### config.mk
export PLATFORM = sky130hd
export DESIGN_NAME = int_to_float
export DESIGN_NICKNAME = d
export VERILOG_FILES = /design/src/rtl/int_to_float.sv
export SDC_FILE = /design/constraint.sdc
export NUM_CORES = 1
export LEC_CHECK = 0
export CELL_PAD_IN_SITES_DETAIL_PLACEMENT = 1
export CELL_PAD_IN_SITES_GLOBAL_PLACEMENT = 1
export CORE_UTILIZATION = 46
export DETAILED_ROUTE_END_ITERATION = 10
export GPL_TIMING_DRIVEN = 0
export HOLD_SLACK_MARGIN = 0.03
export PLACE_DENSITY_LB_ADDON = 0.1
export RECOVER_POWER = 100
export SYNTH_ARGS = -nofsm -noshare
export SYNTH_HDL_FRONTEND = slang
export SYNTH_SLANG_ARGS = --single-unit
### constraint.sdc
create_clock -name clk -period 5.1 [get_ports clk]
set_input_delay 1.02 -clock clk [delete_from_list [all_inputs] [get_ports clk]]
set_output_delay 1.02 -clock clk [all_outputs]
set_load 0.005 [all_outputs]
### src/rtl/int_to_float.sv
// int_to_float: iterative 32-bit integer to IEEE-754 single conversion with valid/ready handshakes.
// Define INT2FP_ROUND_EN for round-to-nearest-even; otherwise the mantissa is truncated toward zero.
module int_to_float #(
  parameter int SIGNED     = 1,
  parameter int SHIFT_STEP = 8
) (
  input  logic        clk,
  input  logic        rst_n,
  input  logic        in_valid,
  output logic        in_ready,
  input  logic [31:0] data_in,
  output logic        out_valid,
  input  logic        out_ready,
  output logic [31:0] result,
  output logic        inexact,
  output logic        busy
);
  localparam logic [1:0] IDLE  = 2'd0;
  localparam logic [1:0] NORM  = 2'd1;
  localparam logic [1:0] ROUND = 2'd2;
  localparam logic [1:0] DONE  = 2'd3;
  logic [1:0]            state_q, state_d;
  logic                  sign_q, sign_d;
  logic [31:0]           mag_q, mag_d;
  logic [7:0]            exp_q, exp_d;
  logic [31:0]           result_q, result_d;
  logic                  inexact_q, inexact_d;
  logic                  neg;
  logic [SHIFT_STEP-1:0] top;
  logic [4:0]            lz;
  logic [22:0]           mant;
  logic                  grd, sticky, up;
  logic [23:0]           mant_sum;
  assign in_ready  = state_q == IDLE;
  assign out_valid = state_q == DONE;
  assign busy      = state_q != IDLE;
  assign result    = result_q;
  assign inexact   = inexact_q;
  assign neg       = (SIGNED != 0) && data_in[31];
  assign top       = mag_q[31 -: SHIFT_STEP];
  assign mant      = mag_q[30:8];
  assign grd       = mag_q[7];
  assign sticky    = |mag_q[6:0];
`ifdef INT2FP_ROUND_EN
  assign up        = grd & (sticky | mant[0]);
`else
  assign up        = 1'b0;
`endif
  // a carry out of the mantissa bumps the exponent and leaves the mantissa at zero
  assign mant_sum  = {1'b0, mant} + {23'd0, up};
  // leading-zero count of the top window; the highest set bit wins
  always_comb begin
    lz = '0;
    for (int i = 0; i < SHIFT_STEP; i++)
      if (top[i]) lz = 5'(SHIFT_STEP - 1 - i);
  end
  always_comb begin
    state_d   = state_q;
    sign_d    = sign_q;
    mag_d     = mag_q;
    exp_d     = exp_q;
    result_d  = result_q;
    inexact_d = inexact_q;
    case (state_q)
      IDLE: if (in_valid) begin
        sign_d    = neg;
        mag_d     = neg ? -data_in : data_in;
        exp_d     = 8'd158;
        result_d  = '0;
        inexact_d = 1'b0;
        state_d   = (data_in == '0) ? DONE : NORM;
      end
      NORM: begin
        mag_d   = (top == '0) ? mag_q << SHIFT_STEP : mag_q << lz;
        exp_d   = exp_q - ((top == '0) ? 8'(SHIFT_STEP) : {3'd0, lz});
        state_d = (top == '0) ? NORM : ROUND;
      end
      ROUND: begin
        result_d  = {sign_q, exp_q + {7'd0, mant_sum[23]}, mant_sum[22:0]};
        inexact_d = grd | sticky;
        state_d   = DONE;
      end
      default: state_d = out_ready ? IDLE : DONE;
    endcase
  end
  always_ff @(posedge clk or negedge rst_n)
    if (!rst_n) begin
      state_q   <= IDLE;
      sign_q    <= 1'b0;
      mag_q     <= '0;
      exp_q     <= '0;
      result_q  <= '0;
      inexact_q <= 1'b0;
    end else begin
      state_q   <= state_d;
      sign_q    <= sign_d;
      mag_q     <= mag_d;
      exp_q     <= exp_d;
      result_q  <= result_d;
      inexact_q <= inexact_d;
    end
endmodule

==> impl_metrics.tcl <==
set metrics [dict create \
    tightestPinTransition_ns 2.258 \
    r2r_slack_ns 0.70 \
    postCtsResizedCells 0 \
    yosysWarnings 0 \
    routedWlPerCell_um 24.18 \
    maxSlewViolCount 36 \
    rsz0062_at_grt "false" \
    r2r-start "mag_q[31]" \
    muxShareOfSynthArea_pct 13.91 \
    synth.net_count 655 \
    path_clk_slew_ns 0.06 \
    max-vdd-ir-drop_v 0.0002196 \
    dpl.hpwl_um 15060 \
    gr-total-overflow 0 \
    min_from "sign_q" \
    fin_crit_sh_pct 86.33 \
    final_hold_viol_count 0 \
    place_area_sq_mm 0.006395 \
    grt_max_degree 42 \
    timing.rr.end "exp_q[6]" \
    antenna_found_initial 0 \
    clock.fmax_mhz 227.1 \
    numCtsBuffers 9 \
    rr_worst_depth 11 \
    relSlewSlack_pct -50.54 \
    fin_crit_ns 4.403 \
    die_y_um 111.3 \
    slowest_delay_ns 0.60 \
    core_area_sq_mm 0.01152 \
    dr.pass1.iters 8 \
    drt-initial-drc-count 563 \
    drt-total-wl_um 20360 \
    synth-main-ff-cell "dfrtp_1" \
    crit_family "buffers and inverters" \
    p_per_area_mw_per_mm2 659.6 \
    hp-class "register to register" \
    crit_chain "clkbuf_1 > nor2_1 > o31a_1 > clkbuf_1 > clkbuf_1 > inv_1 > fa_1 > a21o_1 > a211o_1 > o311ai_0 > o41ai_1" \
    synth-simple-area-share_pct 16.73 \
    diodes 0 \
    placed_cells 826 \
    failed_checks "DRC, capacitance limit, slew limit" \
    power.leakage_nw 2.546 \
    ant_nets 0 \
    port_buffers 70 \
    fp.dieArea_sq_mm 0.01239 \
    syn_avg_cell_area_sq_um 8.983 \
    route.detailed.drc 8 \
    row_count 39 \
    root_buffer "clkbuf_16" \
    fin_area_sq_mm 0.006680 \
    grt_use_total_pct 33.94 \
    crit_path_max_fanout 10 \
    setup_viol 0 \
    syn_area_sq_mm 0.005498 \
    path_buf_inv 4 \
    fin_cells 842 \
    worstHoldPathCells 2 \
    path_class "register to register" \
    clock_sinks 76 \
    syn_to_final_growth_pct 21.51 \
    ys_ff_latch 76 \
    max-cap-violations 1 \
    drive_gt1_share_pct 10.44 \
    worst_clock_skew_ns 0.008361 \
    grt_pass1_vias 5680 \
    async_flop_share_pct 100.0 \
    setup_tns_ns 0 \
    synthCells 612 \
    synth-compound-area-share_pct 23.35 \
    clock_latency_ns 0.34 \
    synth.yosys.seq_area_share_pct 34.59 \
    synth_cell_types 66 \
    htreeDepth 3 \
    synthXorXnorAreaFrac_pct 4.620 \
    place_congestion 0.9119 \
    critPathRequiredTime_ns 5.30 \
    nets 737 \
    hold_end "result[31]" \
    cp_common_cell "clkbuf_1" \
    status "finished, violations left" \
    postCtsSetupBuffers 0 \
    initial_core_util_pct 47.74 \
    crit_path_top_delay_cell "nor2_1" \
    via_per_inst 6.577 \
    worstSetupEndpointType "register" \
    num_vias 5538 \
    cts_tree "done" \
    clk_path_buf_depth 2 \
    ctsHoldBuffers 0 \
    synth_top_family_by_area "compound AO/OA/AOI/OAI gates" \
    grt_pass1_wl_um 32130 \
    ios 72 \
    synthAdderAreaFrac_pct 1.730 \
    synth_edf_count 0 \
    die_w_um 111.3 \
    cp-start-kind "register" \
    crit_arrival_ns 4.60 \
]
## power breakdown
part | leakage (nW) | switching [mW] | internal (mW)
logic | 1.49 | 1.36 | 1.08
registers | 0.889 | 0.312 | 0.894
clock network | 0.170 | 0.265 | 0.495
total | 2.55 | 1.94 | 2.47
## state kept, by name, summed over array words and instances (netlist names)
name     cells
mag_q       32
result      32
exp_q        8
state_q      2
inexact      1
sign_q       1
## routing by layer
layer	global-route usage, %	routed length, um	vias up
li1	-	-	2441
met1	45.57	8552	2798
met2	56.46	9784	265
met3	4.975	1584	34
met4	11.08	435	0
met5	0	0	-
## synth_stat cells, types with 2 or more instances
library cell,n,area share [%]
o311ai_0,2,0.32
mux2_2,9,1.8
or2_2,4,0.46
xnor2_1,16,2.5
ha_1,6,1.4
or3_1,6,0.68
o41ai_1,7,1.1
o221ai_1,3,0.48
mux2i_1,19,3.5
o41ai_2,4,1.2
o22a_1,2,0.32
nand3_1,8,0.73
clkbuf_1,37,2.5
a221o_1,2,0.36
nor2b_1,6,0.68
o2bb2ai_1,2,0.32
o221a_2,9,1.8
nand2_1,103,7.0
or4_4,2,0.41
a221oi_1,15,2.4
o22ai_1,11,1.3
or4_1,6,0.82
nor2_2,2,0.23
nor3_2,2,0.36
inv_1,12,0.82
a21oi_1,36,3.3
buf_1,5,0.34
xor2_1,13,2.1
nand2b_1,3,0.34
a31oi_1,3,0.34
o31ai_1,8,1.1
mux4_2,21,8.6
a211oi_1,7,0.96
dfrtp_1,76,35
o211ai_1,5,0.68
buf_2,10,0.91
o21ai_0,50,4.6
nor2_1,34,2.3
nor3_1,14,1.3
and2_1,2,0.23
nor4_1,5,0.57
## cell type report
| type | instances | area, sq um |
|---|---|---|
| Buffer | 55 | 219.0 |
| Clock buffer | 11 | 242.7 |
| Clock inverter | 5 | 107.6 |
| Fill cell | 1332 | 4836 |
| Inverter | 12 | 45.04 |
| Multi-Input combinational cell | 469 | 3271 |
| Sequential cell | 76 | 1902 |
| Tap cell | 143 | 178.9 |
| Timing Repair Buffer | 71 | 714.4 |
## worst max-delay path by stage
stage | from | end | slack, ns | cells past startpoint
final | mag_q[31] | exp_q[6] | 0.70 | 11
after global routing | mag_q[31] | exp_q[6] | 0.53 | 11
after CTS | mag_q[31] | exp_q[6] | 1.08 | 11
after detailed placement | mag_q[31] | exp_q[6] | 1.13 | 11
after global placement | rst_n | mag_q[18] | 0.24 | 1
after floorplan | mag_q[29] | exp_q[6] | 1.90 | 13
## cell usage in the layout (no fill, tap or decap), drive strengths merged, types with 4 or more instances in the layout
cell	synthesis	layout
nor2b	6	6
mux2i	19	19
or2	4	4
or3	7	7
o41ai	11	11
nor2	36	36
o211ai	6	6
ha	6	6
xor2	13	13
dfrtp	76	76
o221a	9	9
a211oi	7	7
nand2	103	103
o22ai	12	12
nand3	8	8
clkdlybuf4s50	0	31
o21ai	51	51
or4	8	8
dlygate4sd3	0	38
xnor2	16	16
mux2	9	9
a221oi	15	15
a21oi	36	36
mux4	21	21
o31ai	8	8
inv	12	13
clkbuf	38	56
nor3	16	16
buf	17	12
nor4	5	5
## through the flow
step	setup WS [ns]	util (%)	total power, mW	hold WS, ns
3_5_place_dp	1.128	55.53	3.652	0.4930
4_1_cts	1.084	58.57	4.432	0.5035
5_1_grt	0.5288	58.01	4.674	0.5431
2_1_floorplan	1.895	-	2.719	0.4459
6_report	0.6972	58.01	4.407	0.5003
3_3_place_gp	0.2383	55.38	3.563	0.4644
## cell families after synthesis
logic type | count (synthesis)
flops | 76
mux | 49
simple gates | 201
compound gates | 183
fa+ha+maj | 7
buf+inv | 67
xor+xnor | 29
## tightest hold or removal path: stages, from the launching register on
cell	delay (ns)
dfrtp_1	0.35
nand2_1	0.05
o21ai_0	0.06
Note: power is estimated with default switching activity, not from simulation.
